### src/rtl/hazard_pkg.sv
// Shared types, bypass encodings and the saturating-increment helper for the hazard controller.
package hazard_pkg;

  typedef enum logic [1:0] {StInit, StRun, StMemWait} state_e;

  localparam logic [1:0] FWD_REG = 2'b00;
  localparam logic [1:0] FWD_MEM = 2'b01;
  localparam logic [1:0] FWD_WB  = 2'b10;

  // Increment val but stick at the all-ones value of a width-bit counter (width <= 32).
  function automatic logic [31:0] sat_inc(input logic [31:0] val, input int unsigned width);
    logic [31:0] max_val;
    max_val = (width >= 32) ? 32'hffff_ffff : ((32'd1 << width) - 32'd1);
    return (val >= max_val) ? val : val + 32'd1;
  endfunction

endpackage

### src/rtl/fwd_select.sv
// EX operand bypass select: the youngest producer (MEM) wins over WB; x0 never forwards.
module fwd_select
  import hazard_pkg::*;
(
  input  logic [4:0] ex_rs,
  input  logic [4:0] mem_rd,
  input  logic       mem_wen,
  input  logic [4:0] wb_rd,
  input  logic       wb_wen,
  output logic [1:0] sel
);

  always_comb begin
    sel = FWD_REG;
    if (mem_wen && (mem_rd != 5'd0) && (mem_rd == ex_rs)) begin
      sel = FWD_MEM;
    end else if (wb_wen && (wb_rd != 5'd0) && (wb_rd == ex_rs)) begin
      sel = FWD_WB;
    end
  end

endmodule

### src/rtl/pipeline_hazard_ctrl.sv
// Stall/flush/bypass sequencing for the 5-stage pipeline, with post-reset drain and perf counters.
module pipeline_hazard_ctrl
  import hazard_pkg::*;
#(
  parameter int unsigned INIT_CYCLES = 4,
  parameter int unsigned CNT_W       = 16
) (
  input  logic             clk,
  input  logic             rst_n,
  input  logic [4:0]       id_rs1,
  input  logic [4:0]       id_rs2,
  input  logic             id_rs1_used,
  input  logic             id_rs2_used,
  input  logic [4:0]       ex_rs1,
  input  logic [4:0]       ex_rs2,
  input  logic [4:0]       ex_rd,
  input  logic             ex_is_load,
  input  logic             ex_redirect,
  input  logic [4:0]       mem_rd,
  input  logic             mem_wen,
  input  logic             mem_req,
  input  logic             mem_ready,
  input  logic [4:0]       wb_rd,
  input  logic             wb_wen,
  input  logic             cnt_clr,
  output logic             stall_if,
  output logic             stall_id,
  output logic             stall_ex,
  output logic             stall_mem,
  output logic             flush_id,
  output logic             flush_ex,
  output logic             flush_mem,
  output logic             pc_redirect,
  output logic [1:0]       fwd_a_sel,
  output logic [1:0]       fwd_b_sel,
  output logic             init_done,
  output logic [CNT_W-1:0] cnt_lu,
  output logic [CNT_W-1:0] cnt_mw,
  output logic [CNT_W-1:0] cnt_fl
);

  localparam int unsigned InitW = (INIT_CYCLES > 1) ? $clog2(INIT_CYCLES) : 1;
  localparam logic [InitW-1:0] InitLoad = InitW'(INIT_CYCLES - 1);

  state_e           state_q, state_d;
  logic [InitW-1:0] init_cnt_q, init_cnt_d;
  logic [CNT_W-1:0] cnt_lu_q, cnt_lu_d, cnt_mw_q, cnt_mw_d, cnt_fl_q, cnt_fl_d;
  logic [1:0]       fwd_a_raw, fwd_b_raw;
  logic             freeze, load_use, lu_evt, mw_evt, fl_evt;

  fwd_select u_fwd_a (
    .ex_rs   (ex_rs1),
    .mem_rd  (mem_rd),
    .mem_wen (mem_wen),
    .wb_rd   (wb_rd),
    .wb_wen  (wb_wen),
    .sel     (fwd_a_raw)
  );

  fwd_select u_fwd_b (
    .ex_rs   (ex_rs2),
    .mem_rd  (mem_rd),
    .mem_wen (mem_wen),
    .wb_rd   (wb_rd),
    .wb_wen  (wb_wen),
    .sel     (fwd_b_raw)
  );

  assign load_use = ex_is_load && (ex_rd != 5'd0) &&
                    ((id_rs1_used && (id_rs1 == ex_rd)) || (id_rs2_used && (id_rs2 == ex_rd)));
  // Once waiting, only mem_ready releases the freeze.
  assign freeze   = (state_q == StMemWait) ? !mem_ready : (mem_req && !mem_ready);

  always_comb begin
    state_d     = state_q;
    init_cnt_d  = init_cnt_q;
    stall_if    = 1'b0;
    stall_id    = 1'b0;
    stall_ex    = 1'b0;
    stall_mem   = 1'b0;
    flush_id    = 1'b0;
    flush_ex    = 1'b0;
    flush_mem   = 1'b0;
    pc_redirect = 1'b0;
    fwd_a_sel   = FWD_REG;
    fwd_b_sel   = FWD_REG;
    init_done   = 1'b0;
    lu_evt      = 1'b0;
    mw_evt      = 1'b0;
    fl_evt      = 1'b0;
    case (state_q)
      StInit: begin
        stall_if  = 1'b1;
        flush_id  = 1'b1;
        flush_ex  = 1'b1;
        flush_mem = 1'b1;
        if (init_cnt_q == '0) begin
          state_d = StRun;
        end else begin
          init_cnt_d = init_cnt_q - 1'b1;
        end
      end
      StRun, StMemWait: begin
        init_done = 1'b1;
        fwd_a_sel = fwd_a_raw;
        fwd_b_sel = fwd_b_raw;
        if (freeze) begin
          stall_if  = 1'b1;
          stall_id  = 1'b1;
          stall_ex  = 1'b1;
          stall_mem = 1'b1;
          mw_evt    = 1'b1;
          state_d   = StMemWait;
        end else begin
          state_d = StRun;
          if (ex_redirect) begin
            pc_redirect = 1'b1;
            flush_id    = 1'b1;
            flush_ex    = 1'b1;
            fl_evt      = 1'b1;
          end else if (load_use) begin
            stall_if = 1'b1;
            stall_id = 1'b1;
            flush_ex = 1'b1;
            lu_evt   = 1'b1;
          end
        end
      end
      default: state_d = StInit;
    endcase
  end

  always_comb begin
    cnt_lu_d = cnt_lu_q;
    cnt_mw_d = cnt_mw_q;
    cnt_fl_d = cnt_fl_q;
    if (cnt_clr) begin
      cnt_lu_d = '0;
      cnt_mw_d = '0;
      cnt_fl_d = '0;
    end else begin
      if (lu_evt) cnt_lu_d = CNT_W'(sat_inc(32'(cnt_lu_q), CNT_W));
      if (mw_evt) cnt_mw_d = CNT_W'(sat_inc(32'(cnt_mw_q), CNT_W));
      if (fl_evt) cnt_fl_d = CNT_W'(sat_inc(32'(cnt_fl_q), CNT_W));
    end
  end

  always_ff @(posedge clk or negedge rst_n) begin
    if (!rst_n) begin
      state_q    <= StInit;
      init_cnt_q <= InitLoad;
      cnt_lu_q   <= '0;
      cnt_mw_q   <= '0;
      cnt_fl_q   <= '0;
    end else begin
      state_q    <= state_d;
      init_cnt_q <= init_cnt_d;
      cnt_lu_q   <= cnt_lu_d;
      cnt_mw_q   <= cnt_mw_d;
      cnt_fl_q   <= cnt_fl_d;
    end
  end

  assign cnt_lu = cnt_lu_q;
  assign cnt_mw = cnt_mw_q;
  assign cnt_fl = cnt_fl_q;

endmodule
### config.mk
export PLATFORM = sky130hd
export DESIGN_NAME = pipeline_hazard_ctrl
export DESIGN_NICKNAME = d
export VERILOG_FILES = /design/src/rtl/hazard_pkg.sv /design/src/rtl/fwd_select.sv /design/src/rtl/pipeline_hazard_ctrl.sv
export SDC_FILE = /design/constraint.sdc
export NUM_CORES = 1
export LEC_CHECK = 0
export CAP_MARGIN = 10
export CORE_MARGIN = 2
export CORE_UTILIZATION = 42
export CTS_CLUSTER_DIAMETER = 150
export DETAILED_ROUTE_END_ITERATION = 6
export PLACE_DENSITY = 0.78
export SETUP_SLACK_MARGIN = 0.02
export SLEW_MARGIN = 25
export SYNTH_ARGS = -nofsm -noshare
export SYNTH_HDL_FRONTEND = slang
export SYNTH_SLANG_ARGS = --single-unit
### constraint.sdc
create_clock -name clk -period 2.1 [get_ports clk]
set_clock_uncertainty 0.2 [all_clocks]
set_input_delay 0.525 -clock clk [delete_from_list [all_inputs] [get_ports clk]]
set_output_delay 0.525 -clock clk [all_outputs]
set_load 0.005 [all_outputs]
Word level (Yosys, flattened, before mapping)
Cells that the tools add are included.
- register bits after elaboration: 52
- input port bits: 46
- output and inout port bits: 61
- word-level logic and storage cells: 88
- $add $sub $neg: 4
- order comparisons: 3
- equality and inequality tests: 12
- multiplexer cells: 37
- bitwise gates (word level): 1
- reduce and logical (&&, ||, !) cells: 26
- operators by type and width (operator ; number):
    16-bit 2-to-1 mux ; 9
    16-bit by 1-bit adder with 16-bit output (second input constant) ; 3
    16-bit >= comparator (second input constant) ; 3
    5-bit == test ; 6
    1-bit 2-to-1 mux ; 16
    2-bit 2-to-1 mux ; 8
    5-bit nonzero test ; 3
    1-bit logical AND ; 11
    2-bit inequality test (second input constant) ; 4
    2-bit AND reduction ; 4
    1-bit case mux with 2 select lines ; 3
    2-bit nonzero test ; 3
    2-bit zero test ; 2
    2-bit case mux with 2 select lines ; 1
    2-bit by 1-bit == test with 1-bit output (second input constant) ; 1
    2-bit == test (second input constant) ; 1
    2-bit OR reduction ; 1
    2-bit by 1-bit subtractor with 2-bit output (second input constant) ; 1
    1-bit zero test ; 1
    1-bit logical OR ; 1
    1-bit inverter ; 1

Depth between registers and ports, before layout
- depth after elaboration: 10
- gate-level depth with buffers: 10

Cells and area by module
Synthesis repeated with hierarchy kept, for this count alone.
- cell total of the unflattened synthesis: 388
- area total of the unflattened synthesis: 3515.9 um^2
- by module, submodules not included (module ; instances ; cells an instance ; area an instance (um^2)):
    pipeline_hazard_ctrl ; 1 ; 348 ; 3213.1
    fwd_select ; 2 ; 20 ; 151.4

Worst setup path before layout
Ideal clock, no wire load.
- path kind: input -> output
- start: in ex_rd[1]
- end: out stall_if
- data arrival time: 1.650 ns
- required time: 1.375 ns
- slack: -0.275 ns
- cell stages on the path: 6
- cells stage by stage: xnor2_1 > nand4_1 > o22ai_2 > o211ai_1 > o31ai_1 > o21ba_1
- cells in the longest elaborated chain, start to end: 8
- elaborated cells between the ends (all ways): 12
- classes of those cells: 2 x eq/ne; 4 x mux; 6 x reduce/logical
- RTL lines (element ; line ; text):
    start, declared ; pipeline_hazard_ctrl.sv:16 ; input logic [4:0] ex_rd,
    5-bit == test ; pipeline_hazard_ctrl.sv:70 ; ((id_rs1_used && (id_rs1 == ex_rd)) || (id_rs2_used && (id_rs2 == ex_rd)));
    1-bit logical AND ; pipeline_hazard_ctrl.sv:70 ;
    1-bit logical OR ; pipeline_hazard_ctrl.sv:70 ;
    1-bit logical AND (*) ; pipeline_hazard_ctrl.sv:69 ; assign load_use = ex_is_load && (ex_rd != 5'd0) &&
    1-bit 2-to-1 mux (*) ; pipeline_hazard_ctrl.sv:121 ; end else if (load_use) begin
    1-bit 2-to-1 mux (*) ; pipeline_hazard_ctrl.sv:116 ; if (ex_redirect) begin
    1-bit 2-to-1 mux (*) ; pipeline_hazard_ctrl.sv:107 ; if (freeze) begin
    1-bit case mux with 2 select lines (*) ; pipeline_hazard_ctrl.sv:91 ; case (state_q)
    end, declared ; pipeline_hazard_ctrl.sv:26 ; output logic stall_if,
Mark *: on every way between the ends. The rest lies on a longest branch, timed or not.

Worst setup path in the final report
- start: in mem_rd[3]
- end: out fwd_a_sel[1]
- cells in the longest elaborated chain, start to end: 5
- elaborated cells between the ends (all ways): 6
- classes of those cells: 1 x eq/ne; 2 x mux; 3 x reduce/logical
- RTL lines (element ; line ; text):
    start, declared ; pipeline_hazard_ctrl.sv:19 ; input logic [4:0] mem_rd,
    5-bit nonzero test ; fwd_select.sv:15 ; if (mem_wen && (mem_rd != 5'd0) && (mem_rd == ex_rs)) begin
    1-bit logical AND ; fwd_select.sv:15 ;
    1-bit logical AND (*) ; fwd_select.sv:15 ;
    2-bit 2-to-1 mux (*) ; fwd_select.sv:15 ;
    2-bit 2-to-1 mux (*) ; pipeline_hazard_ctrl.sv:91 ;
    end, declared ; pipeline_hazard_ctrl.sv:34 ; output logic [1:0] fwd_a_sel,
Marks and branches as above.

==> flow_summary.ini <==
[outcome]
status = finished, violations left
failed_checks = negative setup slack

[clock_network]
clk_latency_ns = 0.32
htree_levels = 2
clockBufferDepth = 2
cts_num_sinks = 52
clk_pin_slew_ns = 0.10
cts_made_buffers = 5
clockRootBuffer = clkbuf_8
cts_tree = yes

[worst_setup_path]
startpoint_type = input pin
cp_top_family = simple AND/OR/NAND/NOR gates
cp_slowest_stage_delay_ns = 0.55
worstSetupPathType = input pin to output port
crit_fanout = 2
crit_path_end_kind = output port
cp_slowest_cell = or4_4
r2r_slack_ns = -0.51
rr_endpoint = cnt_lu[9]
cp_num_cells = 7
path_cells = buf_6 -> or4_4 -> o21ai_4 -> buf_6 -> nor4_4 -> nor4_4 -> buf_2
r2r_cells = 11
worstPathBufferInverterCount = 3
arrival_ns = 1.94
cp.required_ns = 1.37
reg2reg_from = state_q[0]

[global_route]
grt_util_all_layers_pct = 26.2
grt_pass1_vias = 3617
grt_pass1_wl_um = 17600
grt-ovfl-total = 0
grt_max_degree = 39
antenna_found_initial = 0

[synthesis]
postSynthAreaPerCell_um2 = 9.22
yosysWarnings = 0
ys_types = 41
synth_cells = 344
async_flop_share_pct = 100
synthesis.nets = 397
synth.yosys.seq_area_share_pct = 41.1
ys.flop_type = dfrtp_1
synth_top_cell_area_share_pct = 39.4
yosys_register_bits = 52
synth.largest_area_cell = dfrtp_1
synth_edf_count = 0
netlist_area_um2 = 3170
synthTopCellsByArea = dfrtp_1 39%, xor2_1 9.9%, xnor2_1 7.2%, nor2_1 4.9%, nand2_1 3.4%
synth_commonest_cells = 50 x dfrtp_1, 41 x nor2_1, 36 x xor2_1
yosysMostFrequentCell = dfrtp_1

[cells_and_area]
nNetsFinal = 600
syn2layout_area_growth_pct = 81.9
antenna_cells = 0
layout-drive-gt1-share_pct = 44.3

[power_and_ir_drop]
power_frac_comb_pct = 44.9
p_clk_share_pct = 20.0
sequentialPowerShare_pct = 35.1
p_sw_share_pct = 34.1
leakage_nw = 2.59
cellPowerDensity_nw_per_um2 = 525
vdd_drop_max_mv = 0.550
intPower_mw = 2.00
switchingPower_mw = 1.03
total_power_mw = 3.03

[route]
vias_per_cell = 5.42
wl_per_cell_um = 19.3
drtAntennaViolNets = 0
route.detailed.drc = 0
first_pass_iters = 4
drt_iter0_drc = 200
wirelength_um = 12500
vias = 3506

[timing]
timing.fmax_ghz = 0.376
period_share_pct = 127
setup_viol = 55
maxSlewViolCount = 0
finalHoldViolCount = 0
slew-limit-headroom_pct = 65.8
fin_tns_setup_ns = -13.24
tightest_slew_ns = 0.513
rsz0062_at_grt = yes
fin_ws_ns = -0.563
fin_crit_ns = 2.66

[floorplan]
die_area_um2 = 8270
coreArea_um2 = 7290
dieWidth_um = 90.9
ioPinCount = 107
die_h_um = 90.9
std_cell_rows = 31
start_util_pct = 43.5

[hold_path]
hold_depth = 2
min_to = init_cnt_q[1]
hp-class = register to register
hp-start = init_cnt_q[1]

[placed_design]
io_buffers = 106
dp_hpwl_um = 7570
routabilityCongestion = 0.877

[run]
cap_violations = 0
[layout make-up]
| cell class | count | area [um^2] |
|---|---|---|
| clock inverters | 3 | 21.3 |
| multi-input cells | 271 | 2360 |
| fillers | 478 | 1520 |
| well taps | 99 | 124 |
| inverters | 12 | 47.5 |
| repair buffers | 205 | 1830 |
| clock buffers | 5 | 68.8 |
| flip-flops and latches | 52 | 1320 |
[through the flow]
stage                     hold slack (ns)  instances  instance area [um^2]  setup WS [ns]  util (%)
final                               0.305        647                  5770         -0.563      79.2
after global routing                0.318        647                  5770         -0.636      79.2
after CTS                           0.304        636                  5420         -0.595      74.3
after detailed placement            0.290        610                  4960          -1.40      68.0
after global placement              0.270        610                  4960          -1.31      68.0
after floorplan                    0.0294        344                  3280         -0.184         -
[logic make-up (layout without fill, tap and decap cells)]
family	count (synthesis)	in the layout	share of synthesized area [%]
simple gates	154	155	25.2
mux	4	4	1.26
flops	52	52	41.1
compound gates	43	43	9.50
fa+ha+maj	7	7	2.76
xor+xnor	62	62	17.1
buf+inv	22	225	3.08
[layout by cell type, fill, tap and decap left out, types with 7 or more instances in the layout]
cell,synthesis,layout
buf_4,2,71
dfrtp_1,50,40
buf_6,1,28
nand3_1,19,11
nand2_1,29,23
nor2_1,41,39
nor4_4,0,7
xor2_1,36,34
xnor2_2,0,14
nand3_2,0,7
xnor2_1,26,12
inv_1,11,8
or4_4,0,9
dlygate4sd2_1,0,17
clkdlybuf4s50_1,0,50
buf_2,0,19
dfrtp_2,0,10
nand4_1,11,11
a21oi_2,0,9
[worst min-delay path: stages, from the launching register on]
cell     delay [ns]
dfstp_2        0.38
nand2_1        0.05
o21ai_0        0.07
[registers in the layout, summed over array words and instances (netlist names)]
register	flops
cnt_fl	16
cnt_lu	16
cnt_mw	16
init_cnt_q	2
state_q	2
[metal layers]
metal / wire (um) / track usage [%] / vias up
li1: - / - / 1620
met1: 4630 / 30.4 / 1710
met2: 6910 / 50.4 / 151
met3: 654 / 3.92 / 25
met4: 282 / 5.81 / 0
met5: 0 / 0 / -
[what timing repair did]
action,CTS,global route
gates cloned,1,0
pin swaps,66,46
hold buffers,1,0
buffers inserted,16,13
endpoints found under the setup margin,60,73
hold endpoints to repair,14,0
resized for setup,202,82
[power groups by stage]
| stage | registers (mW) | clock network, mW | logic [mW] |
|---|---|---|---|
| 2_1_floorplan | 1.08 | 0 | 0.404 |
| 3_3_place_gp | 1.08 | 0 | 1.03 |
| 3_5_place_dp | 1.08 | 0 | 1.06 |
| 4_1_cts | 1.06 | 0.602 | 1.22 |
| 5_1_grt | 1.07 | 0.654 | 1.44 |
| 6_report | 1.06 | 0.608 | 1.36 |
[worst max-delay path by stage]
stage / from / endpoint
after floorplan: ex_rd[1] / stall_if
after global routing: mem_rd[3] / fwd_b_sel[1]
after CTS: state_q[1] / fwd_a_sel[1]
after detailed placement: ex_rd[2] / stall_if
final: mem_rd[3] / fwd_a_sel[1]
after global placement: ex_rd[2] / stall_if
Power figures use the tool's default switching activity.
